--- src/rtl/wb_port_arbiter.sv ---
// rtl/wb_port_arbiter.sv - register-file write-port arbiter between pipeline WB and a queued long-latency unit
//
// Purpose:
//   Shares one register-file write port between the pipeline WB stage and
//   the long-latency unit (mul/div). Pipeline writes win. LU results wait in
//   a DEPTH-entry FIFO. If the FIFO head loses STARVE_LIMIT times in a row,
//   the pipeline is stalled for one cycle so the head can drain. busy_mask
//   exposes the queued destinations so decode can interlock on them.
//
// Optional feature (macro WB_LU_BYPASS_EN):
//   When defined, an LU result offered while the port is otherwise idle
//   (NORMAL, FIFO empty, no WB write) goes straight to rf_* without a push.
//
// Ports:
//   clk, rst                   clock (rising edge), synchronous active-high reset
//   wb_valid, wb_rd, wb_data   pipeline WB write request
//   lu_valid, lu_rd, lu_data   LU result offer; accepted when lu_ready is high
//   lu_ready                   FIFO not full (combinational from occupancy)
//   pipe_stall                 registered; pipeline must hold WB and stall upstream
//   rf_we, rf_waddr, rf_wdata  registered register-file write port
//   busy_mask                  one bit per register targeted by a queued LU result

module wb_port_arbiter #(
    parameter int DEPTH        = 2,
    parameter int STARVE_LIMIT = 4
) (
    input  logic        clk,
    input  logic        rst,
    input  logic        wb_valid,
    input  logic [4:0]  wb_rd,
    input  logic [31:0] wb_data,
    input  logic        lu_valid,
    input  logic [4:0]  lu_rd,
    input  logic [31:0] lu_data,
    output logic        lu_ready,
    output logic        pipe_stall,
    output logic        rf_we,
    output logic [4:0]  rf_waddr,
    output logic [31:0] rf_wdata,
    output logic [31:0] busy_mask
);

    localparam int AW = $clog2(DEPTH);
    localparam int CW = $clog2(STARVE_LIMIT + 1);

    typedef enum logic {
        ST_NORMAL = 1'b0,
        ST_FORCE  = 1'b1
    } state_t;

    state_t         r_state;
    state_t         w_next_state;
    logic [CW-1:0]  r_starve;
    logic [CW-1:0]  w_starve_next;

    logic [4:0]     r_mem_rd   [DEPTH];
    logic [31:0]    r_mem_data [DEPTH];
    logic [AW:0]    r_wptr;
    logic [AW:0]    r_rptr;

    logic [AW:0]    w_count;
    logic           w_empty;
    logic           w_full;
    logic           w_bypass;
    logic           w_push;
    logic           w_pop;
    logic           w_win;
    logic [4:0]     w_win_rd;
    logic [31:0]    w_win_data;
    logic [4:0]     w_head_rd;
    logic [31:0]    w_head_data;
    logic [AW-1:0]  w_idx;
    logic [31:0]    w_busy;

    // Occupancy: the extra pointer bit separates full from empty.
    assign w_count     = r_wptr - r_rptr;
    assign w_empty     = (r_wptr == r_rptr);
    assign w_full      = (r_wptr[AW] != r_rptr[AW]) &&
                         (r_wptr[AW-1:0] == r_rptr[AW-1:0]);
    assign w_head_rd   = r_mem_rd[r_rptr[AW-1:0]];
    assign w_head_data = r_mem_data[r_rptr[AW-1:0]];

`ifdef WB_LU_BYPASS_EN
    assign w_bypass = (r_state == ST_NORMAL) && w_empty && !wb_valid && lu_valid;
`else
    assign w_bypass = 1'b0;
`endif

    // A pop in the same cycle never reopens a full FIFO; this keeps lu_ready
    // independent of the arbitration result.
    assign lu_ready   = !w_full;
    assign w_push     = lu_valid && lu_ready && !w_bypass;
    assign pipe_stall = (r_state == ST_FORCE);

    // State register
    always_ff @(posedge clk) begin
        if (rst) begin
            r_state  <= ST_NORMAL;
            r_starve <= '0;
        end else begin
            r_state  <= w_next_state;
            r_starve <= w_starve_next;
        end
    end

    // Next state: the counter only advances while the pipeline is beating a
    // non-empty FIFO; every other case clears it.
    always_comb begin
        w_next_state  = r_state;
        w_starve_next = '0;
        case (r_state)
            ST_NORMAL: begin
                if (wb_valid && !w_empty) begin
                    if (r_starve == CW'(STARVE_LIMIT - 1)) begin
                        w_next_state = ST_FORCE;
                    end else begin
                        w_starve_next = r_starve + 1'b1;
                    end
                end
            end
            ST_FORCE: begin
                w_next_state = ST_NORMAL;
            end
            default: begin
                w_next_state = ST_NORMAL;
            end
        endcase
    end

    // Output/winner selection. In FORCE the pipeline's request is ignored;
    // it holds its write and wins the following cycle.
    always_comb begin
        w_pop      = 1'b0;
        w_win      = 1'b0;
        w_win_rd   = wb_rd;
        w_win_data = wb_data;
        if (r_state == ST_FORCE) begin
            w_pop      = !w_empty;
            w_win      = !w_empty;
            w_win_rd   = w_head_rd;
            w_win_data = w_head_data;
        end else if (wb_valid) begin
            w_win = 1'b1;
        end else if (!w_empty) begin
            w_pop      = 1'b1;
            w_win      = 1'b1;
            w_win_rd   = w_head_rd;
            w_win_data = w_head_data;
        end else if (w_bypass) begin
            w_win      = 1'b1;
            w_win_rd   = lu_rd;
            w_win_data = lu_data;
        end
    end

    // FIFO pointers
    always_ff @(posedge clk) begin
        if (rst) begin
            r_wptr <= '0;
            r_rptr <= '0;
        end else begin
            if (w_push) begin
                r_wptr <= r_wptr + 1'b1;
            end
            if (w_pop) begin
                r_rptr <= r_rptr + 1'b1;
            end
        end
    end

    // FIFO storage; contents are only observed for entries inside [rptr, wptr).
    always_ff @(posedge clk) begin
        if (w_push) begin
            r_mem_rd[r_wptr[AW-1:0]]   <= lu_rd;
            r_mem_data[r_wptr[AW-1:0]] <= lu_data;
        end
    end

    // Registered write port; a $0 winner is consumed without a write.
    always_ff @(posedge clk) begin
        if (rst) begin
            rf_we    <= 1'b0;
            rf_waddr <= '0;
            rf_wdata <= '0;
        end else begin
            rf_we <= w_win && (w_win_rd != 5'd0);
            if (w_win) begin
                rf_waddr <= w_win_rd;
                rf_wdata <= w_win_data;
            end
        end
    end

    // Destinations of all valid entries, walked from the head.
    always_comb begin
        w_busy = '0;
        w_idx  = '0;
        for (int k = 0; k < DEPTH; k++) begin
            w_idx = r_rptr[AW-1:0] + AW'(k);
            if ((AW + 1)'(k) < w_count) begin
                w_busy = w_busy | (32'd1 << r_mem_rd[w_idx]);
            end
        end
        w_busy[0] = 1'b0;
    end

    assign busy_mask = w_busy;

endmodule

--- config.mk ---
export PLATFORM = sky130hd
export DESIGN_NAME = wb_port_arbiter
export DESIGN_NICKNAME = d
export VERILOG_FILES = /design/src/rtl/wb_port_arbiter.sv
export SDC_FILE = /design/constraint.sdc
export NUM_CORES = 1
export LEC_CHECK = 0
export ABC_CLOCK_PERIOD_IN_PS = 4000
export CAP_MARGIN = 10
export CORE_MARGIN = 3
export CORE_UTILIZATION = 48
export CTS_CLUSTER_SIZE = 14
export DETAILED_ROUTE_END_ITERATION = 7
export HOLD_SLACK_MARGIN = 0.08
export PLACE_DENSITY = 0.81
export SYNTH_ARGS = -nofsm -noshare
export SYNTH_HDL_FRONTEND = slang
export SYNTH_SLANG_ARGS = --single-unit
--- constraint.sdc ---
create_clock -name clk -period 4 [get_ports clk]
set_input_delay 0.4 -clock clk [delete_from_list [all_inputs] [get_ports clk]]
set_output_delay 0.4 -clock clk [all_outputs]
set_load 0.03 [all_outputs]
==> results <==
- The Yosys warning count is 0.
- The residual DRC count is 0.
- In this run, the number of DRC markers left after iteration 0 of detailed routing was 289.
- Dividing total power by cell area gives a power density of 630 mW/mm².
- Setup repair after global routing left no endpoint under its margin.
- The detailed-routing iteration count for the pre-antenna-repair pass is 5.
- The clock tree buffer depth is 2.
- The most used flip-flop cell after synthesis is sky130_fd_sc_hd__edfxtp_1.
- Synthesis handed over a netlist of 424 instances.
- The final clock skew is 0.00680 ns.
- The CTS tree is done.
- The fraction of synthesized cell area in xor and xnor cells is 0.0116.
- The number of max-capacitance violations reported is 0.
- The total track usage is 0.211.
- With fillers left out, the area of the finished cells amounts to 0.00728 mm².
- Once the clock tree was built, the resizer swapped 0 gates to a different size.
- The proportion of synthesized flip-flops having asynchronous set or reset is 0.
- Entering global routing, the biggest net connects 41 pins.
- In the routed layout, each cell is associated on average with a via count of 5.38.
- The number of antenna violations at the first check in global routing is 0.
- The post-synthesis sequential element count is 121.
- The top cell types in the final layout, fill and taps aside, are sky130_fd_sc_hd__clkdlybuf4s50_1 (148), sky130_fd_sc_hd__edfxtp_1 (74), sky130_fd_sc_hd__nand2_1 (61), sky130_fd_sc_hd__o21ai_0 (47), sky130_fd_sc_hd__dfxtp_1 (46).
- The min-delay analysis places its worst path in the category reg -> reg.
- Once the clock tree was built, the setup fixing pass inserted 0 buffers.
- The via count of the first global-routing pass came to 4046.
- For this run, the register share of the synthesized area comes to 0.612.
- The antenna diode count is 0.
- For this configuration, the core starts out at a cell density of 0.496.
- Counting flops with a built-in enable in the synthesized netlist gives 74.
- For the pin with the worst max-slew slack, the measured transition is 1.09 ns.
- The library cell used most frequently in the layout, excluding fill and tap cells, is sky130_fd_sc_hd__clkdlybuf4s50_1.
- The critical path is of the reg -> out type.
- Counting instances, the worst hold path has a depth of 1.
- The hold violation count in the final report is 0.
- The type of element capturing the critical path is an output pin.
- In the final routed layout, each cell accounts on average for 17.3 µm.
- In this run the vertical extent of the chip is 110 µm.
- The total clock buffers created by CTS is 17.
- Along the worst path, the maximum fanout reaches 34.
- After synthesis, the mean cell area works out to 12.2 µm².
- 150 I/O pins were placed.
- Across all layers, the routed design uses 3874 vias.
- At the worst endpoint, the required time is 3.60 ns.
- The first global-routing pass estimated 19600 µm of wire.
- The H-tree depth reported by CTS is 4.
- The worst pin sits at a relative slew slack of 0.271.
- The leakage power figure is 0.00255 µW.
- The clock root buffer is sky130_fd_sc_hd__clkbuf_8.
- After floorplanning, the core was divided into 37 placement rows.
- After synthesis, the share of cell area in mux cells is 0.154.
- The worst-case IR drop observed on VDD is 0.000362 V.
- The area overhead of the layout relative to synthesis is 40.9%.
- The post-layout total power is 4590 µW.
- The worst setup path is launched from a flip-flop.
- The highest clock frequency the design can meet is 0.294 GHz.
- For the final routed database, the setup TNS stands at 0 ns.
- The adder and majority gate portion of the synthesized area is 0.00726.
- The insertion delay of the later-clocked pin in the worst-skew pair is 0.50 ns.
- The area enclosed by the die boundary is 0.0120 mm².
- The post-route minimum period is 3.41 ns.
- Summed over all layers, the global routing overflow is 0.
- The post-layout net count is 652.
- The count of buffers inserted at the top-level ports is 148.
- Counting cells, the worst reg-to-reg path comes to 4.
- The share of the synthesized area in compound gates (AO/OA/AOI/OAI) came to 0.103.
- Clock-pin slew was measured on the worst setup and hold paths at 0.06 ns.
- The number of nets handed over by synthesis was 505.
- The HPWL reported at the end of detailed placement is 8600 µm.
- Final hold analysis gives a worst-case slack of 0.445 ns.
- The combinational family with the most area after synthesis is multiplexers.
- The area of placed instances is 0.00675 mm².
- The core region is 0.0104 mm².
- At the end of the flow the core is filled with cells to 0.699.
- The congestion estimate from routability-driven global placement came to 0.826.
- In this run the remaining antenna-violating nets after routing total 0.
- At the worst endpoint, the arrival time is 3.01 ns.
- In this run the horizontal extent of the chip is 110 µm.
- The run finished with clean final reports.
- The synthesized area is 0.00517 mm².
- The fraction of layout instances using a drive strength above 1 is 0.139.
- The area fraction in and, or, nand and nor cells after synthesis is 0.0852.
- The number of sinks driven by the clock tree is 121.
- The routed wire length is 12400 µm.
- The final count of pins violating max slew is 0.
- The count of hold buffers inserted by post-cts repair is 0.
- The setup violation total in the final timing report is 0.
- The number of different library cells used by synthesis comes to 38.
- Of the available clock period, the critical path in the final layout requires 0.852.
final timing paths:
check                          from                        to  slack [ns]
max                       flip-flop             busy_mask[11]        0.59
min          r_starve[0]$_SDFF_PP0_    r_starve[0]$_SDFF_PP0_        0.44
max reg2reg  r_rptr[0]$_SDFFE_PP0N_  r_mem_rd[0][0]$_DFFE_PP_        1.31
min reg2reg  r_starve[0]$_SDFF_PP0_    r_starve[0]$_SDFF_PP0_        0.44
routing by layer:
metal,global-route usage,wire (µm)
met2,0.363,6250
met5,0,0
met1,0.250,5020
met4,0.0508,107
met3,0.0804,1050
power by group:
group | leakage [µW] | switching [µW] | internal, µW | total [µW]
combinational | 0.00122 | 859 | 716 | 1570
sequential | 0.00108 | 139 | 1530 | 1670
clock | 0.000248 | 572 | 770 | 1340
total | 0.00255 | 1570 | 3020 | 4590
cells in the mapped netlist, types with 6 or more instances:
library cell / n / area [µm²]
sky130_fd_sc_hd__dfxtp_1: 47 / 941
sky130_fd_sc_hd__mux2i_1: 38 / 380
sky130_fd_sc_hd__nor2_1: 10 / 37.5
sky130_fd_sc_hd__nor3_1: 6 / 30.0
sky130_fd_sc_hd__inv_1: 6 / 22.5
sky130_fd_sc_hd__nand2_1: 62 / 233
sky130_fd_sc_hd__o21ai_0: 47 / 235
sky130_fd_sc_hd__clkbuf_1: 8 / 30.0
sky130_fd_sc_hd__mux2_2: 37 / 417
sky130_fd_sc_hd__o22ai_1: 31 / 194
sky130_fd_sc_hd__edfxtp_1: 74 / 2220
sky130_fd_sc_hd__buf_2: 7 / 35.0
sky130_fd_sc_hd__nand2b_1: 6 / 37.5
layout make-up:
cell class | count | area, µm²
Timing Repair Buffer | 150 | 1500
Fill cell | 774 | 3140
Clock inverter | 15 | 115
Clock buffer | 17 | 414
Inverter | 6 | 22.5
Multi-Input combinational cell | 275 | 1900
Tap cell | 136 | 170
Sequential cell | 121 | 3160
state kept, by name, indices dropped and copies added (netlist names), named ones only:
name and flops:
r_mem_rd 10, rf_we 1, r_rptr 2, rf_waddr 5
rf_wdata 32, r_wptr 2, pipe_stall 1, r_mem_data 64
r_starve 3
worst max-delay path: stages, from the launching register on:
cell	delay (ns)
sky130_fd_sc_hd__dfxtp_2	0.76
sky130_fd_sc_hd__mux2_2	0.46
sky130_fd_sc_hd__o21ba_4	0.26
sky130_fd_sc_hd__nand2_1	0.12
sky130_fd_sc_hd__o22ai_1	0.20
sky130_fd_sc_hd__clkdlybuf4s50_1	0.70
cell families (layout without fill, tap and decap cells):
logic type | Yosys count | count (layout)
flops | 121 | 121
simple gates | 99 | 99
compound gates | 92 | 92
mux | 75 | 75
buf+inv | 28 | 188
xor+xnor | 5 | 5
fa+ha+maj | 3 | 3
other cells | 1 | 1
through the flow:
stage                     setup slack [ns]  std cells
after floorplan                       1.01        424
after global placement                1.19        688
after detailed placement              1.12        688
after CTS                            0.574        720
after global routing                 0.453        720
final                                0.594        720
No activity file was read; power rests on OpenSTA's default activity.
